--- src/rtl/vga_cmd_pkg.sv ---
// Shared codes and sizing for the VGA command queue: write types, field selects,
// drain FSM states and the FIFO entry width.
package vga_cmd_pkg;

  localparam logic [1:0] SPR = 2'b00;
  localparam logic [1:0] FNT = 2'b01;
  localparam logic [1:0] BKG = 2'b10;

  localparam logic [1:0] BASE = 2'b00;
  localparam logic [1:0] POS  = 2'b01;
  localparam logic [1:0] ATTR = 2'b10;
  localparam logic [1:0] VISI = 2'b11;

  localparam logic [0:0] ST_IDLE  = 1'b0;
  localparam logic [0:0] ST_ISSUE = 1'b1;

  localparam int TYPE_W       = 2;
  localparam int MASK_W       = 3;
  localparam int DATA_W       = 32;
  localparam int IDXW_DEFAULT = 6;
  localparam int ENTRY_W      = TYPE_W + MASK_W + IDXW_DEFAULT + DATA_W;

  // Entry layout, MSB first: {type, mask{pos,attr,visi}, index, data}
  function automatic int entry_width(input int idxw);
    return TYPE_W + MASK_W + idxw + DATA_W;
  endfunction

endpackage

--- src/rtl/vga_cmd_fifo.sv ---
// Synchronous DEPTH x WIDTH FIFO with registered full/empty flags and an
// occupancy count; the head entry is always visible on dout_o.
module vga_cmd_fifo
  import vga_cmd_pkg::*;
#(
  parameter int DEPTH = 8,
  parameter int WIDTH = ENTRY_W
) (
  input  logic                     clk,
  input  logic                     reset,
  input  logic                     push_i,
  input  logic                     pop_i,
  input  logic [WIDTH-1:0]         din_i,
  output logic [WIDTH-1:0]         dout_o,
  output logic                     full_o,
  output logic                     empty_o,
  output logic [$clog2(DEPTH):0]   count_o
);

  localparam int PTR_W = $clog2(DEPTH);
  localparam logic [PTR_W-1:0] PTR_ONE   = 1;
  localparam logic [PTR_W:0]   CNT_ONE   = 1;
  localparam logic [PTR_W:0]   CNT_DEPTH = DEPTH[PTR_W:0];

  logic [WIDTH-1:0] mem_q [DEPTH];
  logic [PTR_W-1:0] wr_ptr_q, rd_ptr_q;
  logic [PTR_W:0]   count_q, count_d;
  logic             full_q, empty_q;
  logic             do_push, do_pop;

  // Guard against over/underflow even if the caller ignores the flags
  assign do_push = push_i & ~full_q;
  assign do_pop  = pop_i & ~empty_q;

  always_comb begin
    count_d = count_q;
    case ({do_push, do_pop})
      2'b10:   count_d = count_q + CNT_ONE;
      2'b01:   count_d = count_q - CNT_ONE;
      default: count_d = count_q;
    endcase
  end

  always_ff @(posedge clk) begin
    if (do_push) begin
      mem_q[wr_ptr_q] <= din_i;
    end
  end

  always_ff @(posedge clk) begin
    if (reset) begin
      wr_ptr_q <= '0;
      rd_ptr_q <= '0;
      count_q  <= '0;
      full_q   <= 1'b0;
      empty_q  <= 1'b1;
    end else begin
      if (do_push) wr_ptr_q <= wr_ptr_q + PTR_ONE;
      if (do_pop)  rd_ptr_q <= rd_ptr_q + PTR_ONE;
      count_q <= count_d;
      full_q  <= (count_d == CNT_DEPTH);
      empty_q <= (count_d == '0);
    end
  end

  assign dout_o  = mem_q[rd_ptr_q];
  assign full_o  = full_q;
  assign empty_o = empty_q;
  assign count_o = count_q;

endmodule

--- src/rtl/vga_cmd_queue.sv ---
// Buffers VGA sprite/font/background commands from E and replays them as
// single-field writes over req/ack. Optional macro VGA_CMD_BLANK_ONLY_EN.
module vga_cmd_queue
  import vga_cmd_pkg::*;
#(
  parameter int DEPTH = 8,
  parameter int IDXW  = 6
) (
  input  logic            clk,
  input  logic            reset,
  input  logic            spriteE,
  input  logic            fontE,
  input  logic            backgroundE,
  input  logic            posE,
  input  logic            attrE,
  input  logic            visiE,
  input  logic            stallM,
  input  logic            flushM,
  input  logic [31:0]     cmd_a,
  input  logic [31:0]     cmd_b,
  output logic            vga_stall,
  output logic            wr_req,
  input  logic            wr_ack,
  output logic [1:0]      wr_type,
  output logic [1:0]      wr_field,
  output logic [IDXW-1:0] wr_index,
  output logic [31:0]     wr_data,
  input  logic            vblank,
  output logic            q_empty
);

  localparam int EW = entry_width(IDXW);

  logic          cmd_e, push, pop;
  logic [1:0]    type_e;
  logic [EW-1:0] fifo_din, fifo_dout;
  logic          fifo_full, fifo_empty;
  logic [$clog2(DEPTH):0] fifo_count;
  logic          drain_gate;

  logic [0:0]      state_q, state_d;
  logic [1:0]      work_type_q, work_type_d;
  logic [2:0]      work_mask_q, work_mask_d;
  logic [IDXW-1:0] work_idx_q, work_idx_d;
  logic [31:0]     work_data_q, work_data_d;
  logic [1:0]      field_sel;
  logic [2:0]      field_bit, mask_rem;

  logic [31-IDXW:0]     unused_cmd_a;
  logic [$clog2(DEPTH):0] unused_count;
  assign unused_cmd_a = cmd_a[31:IDXW];
  assign unused_count = fifo_count;

`ifdef VGA_CMD_BLANK_ONLY_EN
  assign drain_gate = vblank;
`else
  logic unused_vblank;
  assign unused_vblank = vblank;
  assign drain_gate    = 1'b1;
`endif

  assign cmd_e     = spriteE | fontE | backgroundE;
  assign push      = cmd_e & ~stallM & ~flushM & ~fifo_full;
  assign vga_stall = cmd_e & fifo_full;

  always_comb begin
    type_e = BKG;
    if (spriteE)    type_e = SPR;
    else if (fontE) type_e = FNT;
  end

  assign fifo_din = {type_e, posE, attrE, visiE, cmd_a[IDXW-1:0], cmd_b};

  vga_cmd_fifo #(
    .DEPTH (DEPTH),
    .WIDTH (EW)
  ) u_fifo (
    .clk     (clk),
    .reset   (reset),
    .push_i  (push),
    .pop_i   (pop),
    .din_i   (fifo_din),
    .dout_o  (fifo_dout),
    .full_o  (fifo_full),
    .empty_o (fifo_empty),
    .count_o (fifo_count)
  );

  // Mask bits are {pos, attr, visi}; pos has priority, an empty mask means base
  always_comb begin
    field_sel = BASE;
    field_bit = 3'b000;
    if (work_mask_q[2]) begin
      field_sel = POS;
      field_bit = 3'b100;
    end else if (work_mask_q[1]) begin
      field_sel = ATTR;
      field_bit = 3'b010;
    end else if (work_mask_q[0]) begin
      field_sel = VISI;
      field_bit = 3'b001;
    end
  end

  assign mask_rem = work_mask_q & ~field_bit;

  always_comb begin
    state_d     = state_q;
    pop         = 1'b0;
    work_type_d = work_type_q;
    work_mask_d = work_mask_q;
    work_idx_d  = work_idx_q;
    work_data_d = work_data_q;
    case (state_q)
      ST_IDLE: begin
        if (~fifo_empty && drain_gate) begin
          pop     = 1'b1;
          state_d = ST_ISSUE;
          {work_type_d, work_mask_d, work_idx_d, work_data_d} = fifo_dout;
        end
      end
      default: begin
        if (wr_ack) begin
          work_mask_d = mask_rem;
          if (mask_rem == 3'b000) begin
            // Chain straight into the next entry to keep one write per cycle
            if (~fifo_empty && drain_gate) begin
              pop = 1'b1;
              {work_type_d, work_mask_d, work_idx_d, work_data_d} = fifo_dout;
            end else begin
              state_d = ST_IDLE;
            end
          end
        end
      end
    endcase
  end

  always_ff @(posedge clk) begin
    if (reset) begin
      state_q     <= ST_IDLE;
      work_type_q <= '0;
      work_mask_q <= '0;
      work_idx_q  <= '0;
      work_data_q <= '0;
    end else begin
      state_q     <= state_d;
      work_type_q <= work_type_d;
      work_mask_q <= work_mask_d;
      work_idx_q  <= work_idx_d;
      work_data_q <= work_data_d;
    end
  end

  assign wr_req   = (state_q == ST_ISSUE);
  assign wr_type  = work_type_q;
  assign wr_field = field_sel;
  assign wr_index = work_idx_q;
  assign wr_data  = work_data_q;
  assign q_empty  = fifo_empty;

endmodule

--- config.mk ---
export PLATFORM = sky130hd
export DESIGN_NAME = vga_cmd_queue
export DESIGN_NICKNAME = d
export VERILOG_FILES = /design/src/rtl/vga_cmd_pkg.sv /design/src/rtl/vga_cmd_fifo.sv /design/src/rtl/vga_cmd_queue.sv
export SDC_FILE = /design/constraint.sdc
export NUM_CORES = 1
export LEC_CHECK = 0
export BUFFER_PORTS_ARGS = -buffer_cell sky130_fd_sc_hd__clkbuf_2
export CORE_MARGIN = 4
export CORE_UTILIZATION = 24
export DETAILED_ROUTE_END_ITERATION = 8
export PLACE_DENSITY = 0.45
export SLEW_MARGIN = 20
export SYNTH_ARGS = -nofsm -noshare
export SYNTH_HDL_FRONTEND = slang
export SYNTH_SLANG_ARGS = --single-unit
--- constraint.sdc ---
create_clock -name clk -period 16.3 [get_ports clk]
set_input_delay 2.445 -clock clk [delete_from_list [all_inputs] [get_ports clk]]
set_output_delay 2.445 -clock clk [all_outputs]
set_load 0.05 [all_outputs]
==> out/summary.txt, run 1 <==
status: completed
final setup violating endpoints: 0
max_slew headroom: 28.8%
switch share: 30.0%
critical path fanouts, max: 3
vias post-DR: 7170
grt ovf: 0
buffers added on ports: 93
NetSw: 0.848 mW
DRT Pass-1 Iters: 4
largest net degree at the start of global routing: 59
# IOs: 121
Root Buffer: clkbuf_16
# Post-CTS Setup Buffers: 0
Resized cells post-CTS: 0
part of the cycle the worst path needs: 34.7%
commonest non-fill, non-tap cell in the layout: edfxtp_1
Fin Clk Skew: 0.0103 ns
DR WL/cell: 19.5 um
Max VDD drop: 0.0693 mV
ys flop type: edfxtp_1
Tmin final: 5.65 ns
Worst EP required: 13.86 ns
cts hold-fix bufs: 0
area delta synth->final: 18.2%
fmax: 0.177 GHz
Layout Cells excl Fill: 1724
Die Y: 259 um
fraction of registers with async set/reset: 0%
Critical Path Sink Type: output pin
Pwr Total: 2.83 mW
Synth cell types: 38
CTS Buffer Depth: 3
EDFF count, synth: 344
PD cells: 158 nW/um2
unrepaired setup endpoints after global routing: no
synthesized net count: 821
yosys warns: 0
Initial DRC Count: 345
final net count: 935
share of the yosys chip area belonging to registers: 75.9%
Max Cap Viol: 0
Post-Syn Instances: 740
Pint: 1.98 mW
synthesized cell area: 15200 um2
sequential power share: 45.3%
power share of the combinational group: 22.8%
Detailed Place HPWL: 18.3 mm
gr usage total: 9.95%
clk_lat worst skew: 0.53 ns
Die X: 259 um
CTS HTree Levels: 2
CTS tree: done
dpl cells: 1647
Worst-Margin Slew: 1.07 ns
synthesized flop and latch total: 403
Crit path arrival time: 3.21 ns
startpoint types: input pin
first-pass GRT wire length: 50.2 mm
Synth Area per Inst: 20.5 um2
routed wire length: 33.7 mm
commonest non-fill, non-tap cells in the layout: edfxtp_1 (344), clkbuf_2 (92), mux4_2 (86)
CTS Sinks: 403
post-DR vias/cell: 4.16
number of global-route vias before repair: 7375
row cnt: 91
# DRC: 0
Clock power frac: 31.9%
die footprint: 67200 um2
CP Class: input pin to output pin
initial antenna violation count: 6
Inserted Clock Buffers: 42
setup TNS: 0 ns
Fin. Hold Viols: 0
GPL Wtd Cong: 0.667
core area: 62200 um2
Initial Util: 24.4%
share of cells above drive strength 1: 31.1%
post-detailed-route count of antenna-violating nets: 0
max-slew violation count: 0
Clk pin slew, worst setup/hold paths: 0.06 ns
HP Class: register to register
leakage power: 5.61 nW
## cell families (layout without fill, tap and decap cells)
logic type | Yosys count | after routing | share of synthesized area, %
other | 0 | 2 | 0
DFF | 403 | 403 | 75.9
and+or+nand+nor | 90 | 90 | 2.64
AOI/OAI and AO/OA | 60 | 60 | 3.10
xor gates and xnor gates | 7 | 7 | 0.404
buffers and inverters | 43 | 188 | 1.68
adders and majority gates | 6 | 6 | 0.479
muxes | 131 | 131 | 15.8
## registers in the layout (all words and copies together), names as in the netlist, named ones only
register         count
u_fifo.full_o        1
u_fifo.rd_ptr_q      3
wr_index             6
wr_type              2
u_fifo.mem_q       344
u_fifo.empty_o       1
wr_req               1
work_mask_q          3
u_fifo.count_o       4
u_fifo.wr_ptr_q      3
wr_data             32
## path summary, 6_finish.rpt
kind / start / to / slack [ns] / cells past startpoint
max: spriteE / vga_stall / 10.65 / 5
max reg2reg: work_mask_q[2] / u_fifo.full_o / 13.25 / 11
min: wr_data[8] / wr_data[8] / 0.50 / 2
min reg2reg: wr_data[8] / wr_data[8] / 0.50 / 2
## worst max-delay path, stage by stage
cell      delay (ns)
clkbuf_2        0.10
nor3_1          0.18
buf_4           0.20
nor2b_1         0.06
clkbuf_2        0.23
## cells in the mapped netlist, types with 8 or more instances
library cell / number / area share, %
a211oi_1: 33 / 1.6
a21oi_1: 9 / 0.30
buf_2: 9 / 0.30
buf_4: 8 / 0.40
clkbuf_1: 12 / 0.30
dfxtp_1: 59 / 7.8
edfxtp_1: 344 / 68
mux2i_1: 43 / 2.8
mux4_2: 86 / 13
nand2_1: 8 / 0.20
nor2_1: 58 / 1.4
## per-layer routing
layer  track usage, %  part of all wire (%)  vias up
met5                0                  0.16        -
met4             2.61                   1.9        8
met3             2.87                   6.1       58
met2             15.4                    46      118
met1             13.8                    46     3734
li1                 -                     -     3252
## power by group through the flow
| stage | combinational [mW] | sequential, mW | clock (mW) |
|---|---|---|---|
| floorplan | 0.430 | 1.38 | 0 |
| global placement | 0.655 | 1.31 | 0 |
| detailed placement | 0.658 | 1.31 | 0 |
| CTS | 0.661 | 1.29 | 0.938 |
| global route | 0.698 | 1.29 | 0.980 |
| finish | 0.644 | 1.28 | 0.902 |
## per-stage QoR
| stage | util (%) | hold WS [ns] | area, um2 | worst slack (ns) |
|---|---|---|---|---|
| 2_1_floorplan | - | 0.492 | 15200 | 8.35 |
| 3_3_place_gp | 26.7 | 0.486 | 16600 | 10.56 |
| 3_5_place_dp | 26.7 | 0.493 | 16600 | 10.61 |
| 4_1_cts | 28.8 | 0.502 | 17900 | 10.61 |
| 5_1_grt | 28.8 | 0.520 | 17900 | 10.50 |
| 6_report | 28.8 | 0.499 | 17900 | 10.65 |
## final cells by class
class | instances | area, um2
inverter | 3 | 11.3
fill | 6185 | 44200
antenna | 2 | 5.00
sequential | 403 | 11500
clock buffer | 60 | 1170
timing repair buffer | 110 | 599
multi-input combinational | 294 | 3440
clock inverter | 15 | 120
tap | 837 | 1050
(Power assumes the default switching activity.)
==> run 2: changes to the inputs <==
--- a/config.mk
+++ b/config.mk
@@ -9,7 +9,7 @@
 export CORE_MARGIN = 4
 export CORE_UTILIZATION = 24
 export DETAILED_ROUTE_END_ITERATION = 8
-export PLACE_DENSITY = 0.45
+export PLACE_DENSITY = 0.46
 export SLEW_MARGIN = 20
 export SYNTH_ARGS = -nofsm -noshare
 export SYNTH_HDL_FRONTEND = slang
==> constraint.sdc (replaced) <==
create_clock -name clk -period 5.2 [get_ports clk]
set_input_delay 0.78 -clock clk [delete_from_list [all_inputs] [get_ports clk]]
set_output_delay 0.78 -clock clk [all_outputs]
set_load 0.05 [all_outputs]
==> run 2 against run 1 <==
Effect of this change:
- sequential power grew to 3.1 times the previous value
- final cell count is 0.41% higher
- combinational power grew to 3.2 times the previous value
- clock skew rose by 0.0041 ns
- power grew to 3.2 times the previous value
- wire length is 2.5% higher
- die area is the same
- sequential cell count unchanged
- utilization is 0.21 points higher
- count of clock-buffer cells in the layout shrank 3
- critical path depth increased by 6
- setup slack worse by 8.4 ns
- largest power group unchanged
==> out/summary.txt, run 2 (same netlist as run 1, synthesis figures left out) <==
startpoint types: register
Root Buffer: clkbuf_16
# Post-CTS Setup Buffers: 0
row cnt: 91
Inserted Clock Buffers: 44
Worst-Margin Slew: 1.06 ns
first-pass GRT wire length: 51.7 mm
cts hold-fix bufs: 0
unrepaired setup endpoints after global routing: no
commonest non-fill, non-tap cells in the layout: edfxtp_1 (344), clkbuf_2 (92), mux4_2 (86)
fmax: 0.339 GHz
clk_lat worst skew: 0.56 ns
Fin. Hold Viols: 0
Die X: 259 um
Die Y: 259 um
Crit path arrival time: 3.39 ns
# DRC: 0
GPL Wtd Cong: 0.667
die footprint: 67200 um2
max_slew headroom: 29.5%
Layout Cells excl Fill: 1731
area delta synth->final: 19.1%
# IOs: 121
share of cells above drive strength 1: 31.5%
gr usage total: 10.3%
worst r2r src: work_mask_q[2]
final setup violating endpoints: 0
CP Class: register to register
Clk pin slew, worst setup/hold paths: 0.06 ns
HP Class: register to register
Fin Clk Skew: 0.0144 ns
routed wire length: 34.6 mm
CTS tree: done
buffers added on ports: 93
commonest non-fill, non-tap cell in the layout: edfxtp_1
hold path startpoint: wr_data[20]
CTS Sinks: 403
Max VDD drop: 0.246 mV
post-DR vias/cell: 4.16
largest net degree at the start of global routing: 59
max reg flops: 344
CTS HTree Levels: 2
Max Cap Viol: 0
critical path fanouts, max: 31
part of the cycle the worst path needs: 56.7%
Detailed Place HPWL: 19.0 mm
status: completed
core area: 62200 um2
Resized cells post-CTS: 0
Reg with most FFs: u_fifo.mem_q
sequential cell area: 11500 um2
DRT Pass-1 Iters: 4
dpl cells: 1649
vias post-DR: 7202
max-slew violation count: 0
initial antenna violation count: 7
number of global-route vias before repair: 7756
area occupied by multi-input gates: 3450 um2
final net count: 939
CTS Buffer Depth: 3
fill cell count: 6195
Initial Util: 24.4%
leakage power: 5.66 nW
PD cells: 499 nW/um2
DR WL/cell: 20.0 um
setup TNS: 0 ns
Initial DRC Count: 475
Tmin final: 2.95 ns
crit path launch: work_mask_q[2]
Worst EP required: 5.64 ns
grt ovf: 0
Critical Path Sink Type: register
post-detailed-route count of antenna-violating nets: 0
[run 2: per-stage QoR]
| stage | worst slack (ns) | instance area, um2 | total power [mW] | util (%) | hold slack, ns |
|---|---|---|---|---|---|
| 6_report | 2.25 | 18000 | 9.02 | 29.0 | 0.498 |
| 5_1_grt | 1.95 | 18000 | 9.49 | 29.0 | 0.478 |
| 4_1_cts | 2.20 | 18000 | 9.21 | 29.0 | 0.459 |
| 3_5_place_dp | 1.87 | 16700 | 6.17 | 26.8 | 0.493 |
| 3_3_place_gp | 1.92 | 16700 | 6.16 | 26.8 | 0.486 |
| 2_1_floorplan | 0.0592 | 15200 | 5.68 | - | 0.492 |
[run 2: critical path, stage by stage (launching register included)]
cell and delay (ns):
dfxtp_1 0.36, maj3_1 0.37, o21ai_2 0.15, and2b_4 0.49, ha_1 0.33, xor2_1 0.09
ha_1 0.19, a21oi_1 0.15, xor2_1 0.16, nor2_1 0.06, xnor2_1 0.22, nor4bb_1 0.26
[run 2: final timing paths]
kind              slack (ns)  depth (start not counted)       endpoint
setup / recovery        2.25                         11  u_fifo.full_o
hold / removal          0.50                          2    wr_data[20]
setup reg to reg        2.25                         11  u_fifo.full_o
hold reg to reg         0.50                          2    wr_data[20]
[run 2: routing by layer]
layer / wire length, um / track usage, % / vias up
met5: 67 / 0 / -
met1: 15300 / 13.5 / 3739
met2: 16400 / 16.8 / 136
li1: - / - / 3260
met4: 643 / 2.64 / 12
met3: 2120 / 3.18 / 55
[run 2: area by class of cell]
type,count,share of cell area [%]
diodes,1,0.0139
clock buffers,57,6.49
clock inverters,24,1.07
inverters,3,0.0624
multi-input cells,294,19.1
flip-flops and latches,403,63.8
well taps,837,5.80
repair buffers,112,3.59
[run 2: report_power, final]
| part | switching [mW] | total, mW | internal (mW) |
|---|---|---|---|
| logic | 1.21 | 2.03 | 0.822 |
| registers | 0.282 | 4.01 | 3.73 |
| clock network | 1.24 | 2.98 | 1.74 |
| total | 2.73 | 9.02 | 6.29 |
